File: src/rtl/bridge_demux.sv
// bridge_demux
// ------------
// Single-outstanding-request bridge between the CPU M-stage memory port and
// four peripherals (DM, TC0, TC1, INTGEN). An access is decoded in IDLE,
// forwarded to exactly one device, and completed by that device's ack
// (RESP) or by a bus error (ERR: bad decode or TIMEOUT WAIT cycles
// without an ack).
//
// Handshake: cpu_req is a level request that is sampled only in IDLE. The CPU
// holds it, with stable attributes, until it sees the one-cycle cpu_ready
// pulse. cpu_err and cpu_rdata are valid with cpu_ready. Towards the device,
// dev_req stays high with stable dev_sel/dev_we/dev_addr/dev_wdata/dev_byteen
// until the clock edge that samples the selected dev_ack bit. Ack bits of
// unselected devices are ignored.
//
// Ports
//   clk, reset          clock (rising edge), async active-high reset
//   cpu_req/we/addr/wdata/byteen   CPU access request
//   cpu_busy            high whenever the FSM is not in IDLE
//   cpu_ready/err/rdata completion pulse, error flag, load data
//   dev_sel             one-hot target {INTGEN, TC1, TC0, DM}
//   dev_req/we/addr/wdata/byteen   request to the selected device
//                       (dev_addr is the offset from the device base)
//   dev_ack[3:0]        per-device ack, same order as dev_sel
//   dev_rdata[127:0]    per-device read data, device i at [32i+31:32i]
//   dbg_state           current FSM state (IDLE=0, WAIT=1, RESP=2, ERR=3)
// All outputs are registered.

module bridge_demux #(
  parameter int unsigned TIMEOUT = 15
) (
  input  logic         clk,
  input  logic         reset,
  input  logic         cpu_req,
  input  logic         cpu_we,
  input  logic [31:0]  cpu_addr,
  input  logic [31:0]  cpu_wdata,
  input  logic [3:0]   cpu_byteen,
  output logic         cpu_busy,
  output logic         cpu_ready,
  output logic         cpu_err,
  output logic [31:0]  cpu_rdata,
  output logic [3:0]   dev_sel,
  output logic         dev_req,
  output logic         dev_we,
  output logic [31:0]  dev_addr,
  output logic [31:0]  dev_wdata,
  output logic [3:0]   dev_byteen,
  input  logic [3:0]   dev_ack,
  input  logic [127:0] dev_rdata,
  output logic [1:0]   dbg_state
);

  typedef enum logic [1:0] {
    S_IDLE = 2'd0,
    S_WAIT = 2'd1,
    S_RESP = 2'd2,
    S_ERR  = 2'd3
  } state_t;

  // The counter holds the number of completed WAIT cycles; the access
  // expires at the edge that ends WAIT cycle number TIMEOUT.
  localparam logic [7:0] TO_LAST = 8'(TIMEOUT - 1);

  state_t      state_q, state_d;
  logic [7:0]  cnt_q, cnt_d;
  logic        cpu_busy_q, cpu_busy_d;
  logic        cpu_ready_q, cpu_ready_d;
  logic        cpu_err_q, cpu_err_d;
  logic [31:0] cpu_rdata_q, cpu_rdata_d;
  logic [3:0]  dev_sel_q, dev_sel_d;
  logic        dev_req_q, dev_req_d;
  logic        dev_we_q, dev_we_d;
  logic [31:0] dev_addr_q, dev_addr_d;
  logic [31:0] dev_wdata_q, dev_wdata_d;
  logic [3:0]  dev_byteen_q, dev_byteen_d;

  // Address decode of the live CPU request (only acted on in IDLE).
  logic        hit_dm, hit_tc0, hit_tc1, hit_int, hit_ctrl;
  logic        dec_err;
  logic [3:0]  dec_sel;
  logic [31:0] dec_base;
  logic [31:0] dec_off;

  always_comb begin
    hit_dm   = (cpu_addr <= 32'h0000_2FFF);
    hit_tc0  = (cpu_addr >= 32'h0000_7F00) && (cpu_addr <= 32'h0000_7F0B);
    hit_tc1  = (cpu_addr >= 32'h0000_7F10) && (cpu_addr <= 32'h0000_7F1B);
    hit_int  = (cpu_addr >= 32'h0000_7F20) && (cpu_addr <= 32'h0000_7F23);
    hit_ctrl = hit_tc0 | hit_tc1 | hit_int;
    dec_sel  = {hit_int, hit_tc1, hit_tc0, hit_dm};

    // Control registers only accept aligned, full-word accesses; a store
    // that enables no byte is meaningless on any device.
    dec_err = ~(hit_dm | hit_ctrl)
            | (hit_ctrl & (cpu_addr[1:0] != 2'b00))
            | (cpu_we & hit_ctrl & (cpu_byteen != 4'b1111))
            | (cpu_we & (cpu_byteen == 4'b0000));

    dec_base = 32'h0000_0000;
    if (hit_tc0) dec_base = 32'h0000_7F00;
    if (hit_tc1) dec_base = 32'h0000_7F10;
    if (hit_int) dec_base = 32'h0000_7F20;
    dec_off = cpu_addr - dec_base;
  end

  // Ack and read data of the selected device only. dev_sel_q is one-hot
  // (or zero), so OR-ing the gated slices is a plain mux.
  logic        ack_sel;
  logic [31:0] sel_rdata;

  always_comb begin
    ack_sel   = |(dev_ack & dev_sel_q);
    sel_rdata = '0;
    for (int i = 0; i < 4; i++) begin
      if (dev_sel_q[i]) sel_rdata = sel_rdata | dev_rdata[32*i +: 32];
    end
  end

  // Next-state and registered-output logic.
  always_comb begin
    state_d      = state_q;
    cnt_d        = cnt_q;
    cpu_ready_d  = 1'b0;
    cpu_err_d    = 1'b0;
    cpu_rdata_d  = cpu_rdata_q;
    dev_sel_d    = dev_sel_q;
    dev_req_d    = dev_req_q;
    dev_we_d     = dev_we_q;
    dev_addr_d   = dev_addr_q;
    dev_wdata_d  = dev_wdata_q;
    dev_byteen_d = dev_byteen_q;

    unique case (state_q)
      S_IDLE: begin
        cnt_d = '0;
        if (cpu_req) begin
          if (dec_err) begin
            state_d     = S_ERR;
            cpu_ready_d = 1'b1;
            cpu_err_d   = 1'b1;
            cpu_rdata_d = '0;
          end else begin
            state_d      = S_WAIT;
            dev_sel_d    = dec_sel;
            dev_req_d    = 1'b1;
            dev_we_d     = cpu_we;
            dev_addr_d   = dec_off;
            dev_wdata_d  = cpu_wdata;
            dev_byteen_d = cpu_byteen;
          end
        end
      end

      S_WAIT: begin
        // The ack is tested first so it wins over a same-cycle expiry.
        if (ack_sel) begin
          state_d     = S_RESP;
          cpu_ready_d = 1'b1;
          cpu_rdata_d = dev_we_q ? 32'h0 : sel_rdata;
          dev_sel_d   = '0;
          dev_req_d   = 1'b0;
          cnt_d       = '0;
        end else if (cnt_q == TO_LAST) begin
          state_d     = S_ERR;
          cpu_ready_d = 1'b1;
          cpu_err_d   = 1'b1;
          cpu_rdata_d = '0;
          dev_sel_d   = '0;
          dev_req_d   = 1'b0;
          cnt_d       = '0;
        end else begin
          cnt_d = cnt_q + 8'd1;
        end
      end

      S_RESP, S_ERR: begin
        state_d = S_IDLE;
        cnt_d   = '0;
      end

      default: state_d = S_IDLE;
    endcase

    cpu_busy_d = (state_d != S_IDLE);
  end

  always_ff @(posedge clk or posedge reset) begin
    if (reset) begin
      state_q      <= S_IDLE;
      cnt_q        <= '0;
      cpu_busy_q   <= 1'b0;
      cpu_ready_q  <= 1'b0;
      cpu_err_q    <= 1'b0;
      cpu_rdata_q  <= '0;
      dev_sel_q    <= '0;
      dev_req_q    <= 1'b0;
      dev_we_q     <= 1'b0;
      dev_addr_q   <= '0;
      dev_wdata_q  <= '0;
      dev_byteen_q <= '0;
    end else begin
      state_q      <= state_d;
      cnt_q        <= cnt_d;
      cpu_busy_q   <= cpu_busy_d;
      cpu_ready_q  <= cpu_ready_d;
      cpu_err_q    <= cpu_err_d;
      cpu_rdata_q  <= cpu_rdata_d;
      dev_sel_q    <= dev_sel_d;
      dev_req_q    <= dev_req_d;
      dev_we_q     <= dev_we_d;
      dev_addr_q   <= dev_addr_d;
      dev_wdata_q  <= dev_wdata_d;
      dev_byteen_q <= dev_byteen_d;
    end
  end

  assign cpu_busy   = cpu_busy_q;
  assign cpu_ready  = cpu_ready_q;
  assign cpu_err    = cpu_err_q;
  assign cpu_rdata  = cpu_rdata_q;
  assign dev_sel    = dev_sel_q;
  assign dev_req    = dev_req_q;
  assign dev_we     = dev_we_q;
  assign dev_addr   = dev_addr_q;
  assign dev_wdata  = dev_wdata_q;
  assign dev_byteen = dev_byteen_q;
  assign dbg_state  = state_q;

endmodule
File: config.mk
export PLATFORM = sky130hd
export DESIGN_NAME = bridge_demux
export DESIGN_NICKNAME = d
export VERILOG_FILES = /design/src/rtl/bridge_demux.sv
export SDC_FILE = /design/constraint.sdc
export NUM_CORES = 1
export LEC_CHECK = 0
export BUFFER_PORTS_ARGS = -buffer_cell sky130_fd_sc_hd__buf_2
export CAP_MARGIN = 0
export CORE_MARGIN = 1.5
export CORE_UTILIZATION = 37
export CTS_BUF_LIST = sky130_fd_sc_hd__clkbuf_4 sky130_fd_sc_hd__clkbuf_8
export CTS_CLUSTER_DIAMETER = 40
export CTS_CLUSTER_SIZE = 25
export DETAILED_ROUTE_END_ITERATION = 7
export HOLD_SLACK_MARGIN = 0.12
export PLACE_DENSITY = 0.69
export SYNTH_ARGS = -nofsm -noshare
export SYNTH_HDL_FRONTEND = slang
export SYNTH_SLANG_ARGS = --single-unit
File: constraint.sdc
create_clock -name clk -period 6.6 [get_ports clk]
set_input_delay 0.33 -clock clk [delete_from_list [all_inputs] [get_ports clk]]
set_output_delay 0.33 -clock clk [all_outputs]
set_load 0.02 [all_outputs]
# Word level (Yosys, flattened, before mapping)

Cells that the tools add are included.

Register bits: 119
Input bits: 204
Output and inout bits: 111

$add $sub $neg: 2
Magnitude comparators: 7
Eq/ne operators: 9
Multiplexer cells: 38
Bitwise operators: 16
Reduce and logical (&&, ||, !) cells: 14

Operator list:

| cell                                                                                   | count |
|---|---|
| 32-bit 2-to-1 mux                                                                      | 10 |
| 32-bit by 15-bit greater-or-equal comparator with 1-bit output (second input constant) | 3 |
| 32-bit by 15-bit <= comparator with 1-bit output (second input constant)               | 3 |
| 32-bit bitwise OR                                                                      | 3 |
| 32-bit case mux with 2 select lines                                                    | 1 |
| 32-bit by 14-bit <= comparator with 1-bit output (second input constant)               | 1 |
| 32-bit subtractor                                                                      | 1 |
| 15-bit 2-to-1 mux                                                                      | 2 |
| 4-bit 2-to-1 mux                                                                       | 4 |
| 8-bit 2-to-1 mux                                                                       | 2 |
| 8-bit case mux with 2 select lines                                                     | 1 |
| 1-bit 2-to-1 mux                                                                       | 9 |
| 8-bit by 1-bit adder with 8-bit output (second input constant)                         | 1 |
| 8-bit by 4-bit equality test with 1-bit output (second input constant)                 | 1 |
| 2-bit 2-to-1 mux                                                                       | 4 |
| 4-bit case mux with 2 select lines                                                     | 1 |
| 4-bit AND reduction                                                                    | 2 |
| 2-bit inequality test (second input constant)                                          | 3 |
| 1-bit bitwise OR                                                                       | 6 |
| 1-bit case mux with 2 select lines                                                     | 3 |
| 2-bit case mux with 3 select lines                                                     | 1 |
| 2-bit nonzero test                                                                     | 3 |
| 1-bit bitwise AND                                                                      | 4 |
| 4-bit bitwise AND                                                                      | 1 |
| other kinds (12)                                                                       | 16 |

# Logic depth before layout (Yosys ltp)

Gate-level depths: netlist (run 1).

Word-level depth: 13
Gate-level depth with buffers: 13

# Least setup slack after synthesis (run 1)

Ideal clock, no wire load.

Path kind: input -> register
From: input cpu_addr[15]
To: register dev_addr_q[15], in the netlist dev_addr[15]
Setup time: 164 ps
Arrival: 3248 ps
Data required time: 6436 ps
Path slack: 3188 ps
Stages: 11
Cell sequence: buf_6 -> or4_1 -> nor4_2 -> o2111ai_1 -> ha_1 -> or4_1 -> a211o_1 -> a31oi_2 -> o2111ai_1 -> o311ai_1 -> mux2i_1

Word-level cells in the longest chain between the ends: 11

RTL lines:

| item                                                                                                                    | line | text |
|---|---|---|
| from (decl)                                                                                                             | 36   | `input logic [31:0] cpu_addr,` |
| parallel branches: the longest is 11 deep, another holds 32-bit by 15-bit greater-or-equal comparator with 1-bit output | n/a  |  |
| to (signal assigned)                                                                                                    | 212  | `dev_addr_q <= dev_addr_d;` |
| to (decl)                                                                                                               | 74   | `logic [31:0] dev_addr_q, dev_addr_d;` |

Parallel ways; which one is timed is not known.
A chain may end at the register's enable or synchronous reset.

# Worst setup path in the final report (run 1)

From: input cpu_addr[26]
To: register dev_addr_q[23], in the netlist dev_addr[23]

The elaborated chain is that of the path after synthesis.

==> results of run 1 <==
-- worst register-to-register path, delay by kind of cell (launching register included) --
kind	cells	cell delay, ps
DFF	1	400
and+or+nand+nor	2	670
AOI/OAI and AO/OA	4	1200
-- synthesized netlist by cell type, types with 3 or more instances --
cell type,number,area [um^2]
and2_1,3,18.8
o2bb2ai_1,33,289
inv_1,28,105
mux2i_1,22,220
buf_4,3,22.5
clkbuf_1,19,71.3
nand3_1,6,30.0
a21oi_1,4,20.0
mux2_1,49,552
nor4_1,5,31.3
buf_6,9,101
and3_1,8,50.1
xor2_1,8,70.1
nand4_1,4,25.0
a22o_1,37,324
or4_1,3,22.5
nor3_1,6,30.0
xnor2_1,7,61.3
nor2_1,21,78.8
nand2_1,5,18.8
a221oi_1,33,289
dfrtp_1,119,2980
ha_1,11,138
-- where the power goes --
| part | total (W) | leakage, nW | internal (W) | switching [W] |
|---|---|---|---|---|
| clock network | 0.000697 | 0.217 | 0.000403 | 0.000294 |
| logic | 0.000270 | 2.64 | 0.000106 | 0.000164 |
| registers | 0.000771 | 1.55 | 0.000749 | 0.0000221 |
| total | 0.00174 | 4.41 | 0.00126 | 0.000480 |
-- final timing paths --
kind / from / end / slack, ps / cells past startpoint
setup / recovery: cpu_addr[26] / dev_addr[23] / 3030 / 11
hold reg to reg: dev_addr[13] / dev_addr[13] / 480 / 1
min in group asynchronous: reset / dev_wdata[21] / 570 / 3
max in group asynchronous: reset / dev_addr[6] / 4760 / 4
hold / removal: cpu_byteen[1] / dev_byteen[1] / 170 / 2
setup reg to reg: dev_sel[2] / cpu_rdata[18] / 4230 / 6
-- area by class of cell --
| type | instances | area share, % |
|---|---|---|
| well taps | 211 | 3.17 |
| clock buffers | 21 | 3.32 |
| flip-flops and latches | 119 | 35.8 |
| multi-input cells | 299 | 30.9 |
| repair buffers | 355 | 23.7 |
| clock inverters | 11 | 1.77 |
| inverters | 30 | 1.38 |
-- stage by stage --
step / utilization (%) / hold WS [ps]
2_1_floorplan: - / 465
3_3_place_gp: 49.2 / 463
3_5_place_dp: 49.2 / 469
4_1_cts: 54.4 / 125
5_1_grt: 54.4 / 123
6_report: 54.4 / 175
-- sequential cells by signal, indices dropped and copies added (netlist names) --
register    count
dev_we          1
cpu_rdata      32
dev_wdata      32
cnt_q           8
dev_byteen      4
dev_addr       32
cpu_busy        1
dev_req         1
cpu_ready       1
dev_sel         4
cpu_err         1
dbg_state       2
-- routing by layer --
layer	routed length, um	global-route usage [%]	vias to the layer above
met2	8620	34.9	195
li1	-	-	2513
met3	1110	5.49	34
met4	364	7.53	0
met1	7120	25.1	2544
met5	0	0	-
-- what timing repair did --
item | CTS | global route
hold buffers | 36 | 0
hold endpoints to repair | 90 | 0
buffers inserted | 0 | 0
-- kinds of logic after synthesis --
group	Yosys count	share of synthesized area (%)
fa+ha+maj	12	2.69
mux	71	13.2
compound gates	129	19.1
simple gates	72	6.66
buf+inv	63	5.38
flops	119	50.8
xor+xnor	15	2.24
==> impl_metrics.yaml, run 1 <==
clock_network:
  clock_latency_ps: 420
  path_clk_slew_ps: 70
  htreeDepth: 4
  cts_resized: 0
  cts.sinks: 119
  cts_made_buffers: 17
  cts_tree: "built"
  clockBufferDepth: 2
  cts_root_buf: "clkbuf_8"
sta:
  post-route-period-util_pct: 54.1
  max_freq_mhz: 280
  rsz0062_at_grt: "no"
  fin_skew_ps: 10.3
  drv_slew: 0
  relSlewSlack_pct: 26.4
  tns_ps: 0
  fin_ws_ps: 3030
  tightestPinTransition_ps: 1090
  finalCriticalPeriod_ps: 3570
  hold_viol_final: 0
  setup_viol: 0
placed_design:
  gp_congestion: 0.788
  placed_cells: 978
  dpl.hpwl_mm: 12.6
  placed_area_um2: 7540
  io_buffers: 314
  pre_cts_ws_ps: 2560
yosys:
  yosys_most_used_dff: "dfrtp_1"
  ys_warn_count: 0
  synth.distinct_cells: 51
  async_flop_share_pct: 100
  syn_nets: 697
  synth_edf_count: 0
  synth_area_um2: 5860
  syn_area_per_cell_um2: 12.2
  ys_seq_area_share_pct: 50.8
  netlist_instances: 481
  synth_seq_cells: 119
drt:
  first_pass_iters: 4
  post_drt_wl_per_cell_um: 16.5
  drc: 0
  routed_via_density: 5.05
  drt_first_iter_violations: 294
  vias: 5286
  finalWirelength_mm: 17.2
  ant_nets: 0
finish:
  drive_gt1_share_pct: 43.2
  multi_input_area_um2: 2580
  area_delta_synth_final_pct: 42.0
  fillers: 1384
  fin_nets: 1038
  layout_common_cells: "buf_2, dfrtp_1, mux2_1"
  mostFrequentLayoutCell: "buf_2"
  num_antenna_cells: 0
  final_area_um2: 8330
  register_area_um2: 2980
  finalNonFillerCells: 1046
critical_path:
  arrival_ps: 3820
  critPathCaptureType: "flop"
  critPathMaxFanout: 10
  crit_family: "compound AO/OA/AOI/OAI gates"
  slowest_delay_ps: 880
  cp_common_cell: "nor3_1"
  cp_cell_sequence: "buf_2 -> or4_1 -> nor3_1 -> o2111ai_1 -> ha_1 -> nor3_1 -> nor2_1 -> a31oi_2 -> o21a_1 -> o311ai_1 -> mux2i_1"
  crit_required_ps: 6850
  cp_num_buf_inv: 1
  start_kind: "input port"
  crit_slowest_cell: "o311ai_1"
  criticalPathCategory: "in -> reg"
die:
  core_um2: 15300
  die_h_um: 129
  io_pins: 315
  die_x_um: 129
  dieArea_um2: 16600
  initial_core_util_pct: 38.3
  fp-row-count: 45
power:
  ir_worst_vdd_mv: 0.105
  p_leak_nw: 4.41
  power.density_nw_per_um2: 209
  totalPowerFinal_w: 0.00174
status:
  status: "finished clean"
global_route:
  grt_pass1_vias: 5007
  antenna_found_initial: 0
  grt_max_degree: 74
  overflow: 0
  grt_usage_pct: 20.5
  grt_pass1_wl_mm: 26.1
min_path:
  min_path_type: "in -> reg"
run:
  drv_cap: 0
Note: power is estimated with default switching activity, not from simulation.
==> run 2, diff against run 1 <==
Clock period 6.6 ns to 3.7 ns, I/O delays scaled along.
==> impl_metrics.yaml, run 2 (synthesized netlist as in run 1, its figures left out) <==
finish:
  mostFrequentLayoutCell: "buf_2"
  num_antenna_cells: 0
  final_area_um2: 9130
  fin_nets: 1115
  area_delta_synth_final_pct: 55.7
  drive_gt1_share_pct: 40.1
  final_core_util_pct: 59.6
  fillers: 1278
  layout_common_cells: "buf_2, dfrtp_1, dlygate4sd3_1"
die:
  die_x_um: 129
  dieArea_um2: 16600
  initial_core_util_pct: 38.3
  core_um2: 15300
  io_pins: 315
  die_h_um: 129
  fp-row-count: 45
power:
  sw_frac_of_total_pct: 27.7
  pwr-share-clk_pct: 39.0
  p_int_w: 0.00227
  ir_worst_vdd_mv: 0.193
  seq_power_share_pct: 43.8
  p_leak_nw: 4.63
  power.density_nw_per_um2: 344
  comb_power_share_pct: 17.2
  p_sw_w: 0.000869
min_path:
  min_path_type: "in -> reg"
drt:
  vias: 5683
  routed_via_density: 5.06
  drc: 0
  drt_first_iter_violations: 417
  finalWirelength_mm: 19.2
  first_pass_iters: 4
  post_drt_wl_per_cell_um: 17.1
  ant_nets: 0
placed_design:
  placed_area_um2: 7610
  gp_congestion: 0.836
  io_buffers: 314
  dpl.hpwl_mm: 12.8
critical_path:
  slowest_delay_ps: 530
  criticalPathCategory: "in -> reg"
  critPathMaxFanout: 9
  start_kind: "input port"
  critPathCaptureType: "flop"
  crit_required_ps: 3960
  cp_cell_sequence: "dlygate4sd3_1 -> buf_2 -> or4_1 -> nor4_2 -> o2111ai_1 -> ha_1 -> or4_1 -> a211o_1 -> a31oi_2 -> o2111ai_1 -> o311ai_2 -> mux2i_1"
  crit_family: "compound AO/OA/AOI/OAI gates"
  cp_num_buf_inv: 2
  arrival_ps: 3680
  crit_slowest_cell: "or4_1"
sta:
  finalCriticalPeriod_ps: 3420
  max_freq_mhz: 293
  tightestPinTransition_ps: 950
  hold_viol_final: 0
  drv_slew: 0
  setup_viol: 0
  post-route-period-util_pct: 92.3
  relSlewSlack_pct: 36.7
  rsz0062_at_grt: "no"
  fin_skew_ps: 9.01
  tns_ps: 0
clock_network:
  clockBufferDepth: 2
  htreeDepth: 4
  cts.sinks: 119
  clock_latency_ps: 420
  path_clk_slew_ps: 70
  cts_made_buffers: 17
  cts_setup_buffers: 0
  cts_tree: "built"
  cts_root_buf: "clkbuf_8"
status:
  status: "finished clean"
global_route:
  grt_max_degree: 77
  grt_pass1_vias: 5545
  overflow: 0
  grt_pass1_wl_mm: 28.8
  grt_usage_pct: 22.7
  antenna_found_initial: 0
run:
  drv_cap: 0
run 2: cell count changes in the layout (fill, tap and decap cells not counted), sizes merged:
cell         before  now
buf             319  323
dlygate4sd3      36  109
inv              31   30
clkinvlp          1    5
clkinv            6    4
clkbuf           21   20
run 2: tightest hold or removal path, cell delays in order:
cell and delay, ps:
buf_2 90, a221oi_2 100, mux2i_1 130, nor2_1 50
run 2: power groups by stage:
stage                     sequential (W)  clock [W]  combinational, W
final                            0.00138    0.00122          0.000540
after global routing             0.00138    0.00133          0.000589
after CTS                        0.00137    0.00127          0.000539
after detailed placement         0.00140          0          0.000475
after global placement           0.00140          0          0.000468
after floorplan                  0.00141          0          0.000246
run 2: area by class of cell:
class	count	area [um^2]	area share, %
tap	211	264	2.89
clock buffer	20	269	2.95
inverter	30	115	1.26
timing repair buffer	432	2770	30.3
sequential	119	2980	32.6
multi-input combinational	299	2580	28.3
clock inverter	12	151	1.66
run 2: final timing paths:
kind | slack (ps) | endpoint | startpoint | cells after the start
max in group asynchronous | 2420 | cpu_rdata[5] | reset | 4
min | 180 | dbg_state[0] | dev_ack[0] | 4
max reg2reg | 1210 | cpu_rdata[21] | dev_sel[2] | 7
min in group asynchronous | 530 | dev_wdata[0] | reset | 3
max | 280 | dev_addr[25] | cpu_addr[2] | 12
min reg2reg | 480 | dev_wdata[9] | dev_wdata[9] | 1
run 2: repair_timing:
action / 4_1_cts / 5_1_grt
hold endpoints to repair: 153 / 0
hold buffers: 109 / 0
setup endpoints to repair: 0 / 9
gates resized for setup: 0 / 1
run 2: layer usage:
metal	track usage [%]	vias up	wire length, um
met5	0	-	0
met4	6.35	0	258
met3	6.11	20	1370
met2	40.3	248	9790
met1	27.0	2742	7740
li1	-	2673	-
run 2: per-stage QoR:
stage               std cells  total power (W)  hold slack, ps  setup WS [ps]
finish                   1123          0.00314             176            285
global route             1123          0.00330             162            133
CTS                      1123          0.00318             140            121
detailed placement        982          0.00187             406           62.5
global placement          982          0.00187             401            153
floorplan                 481          0.00166             320            358
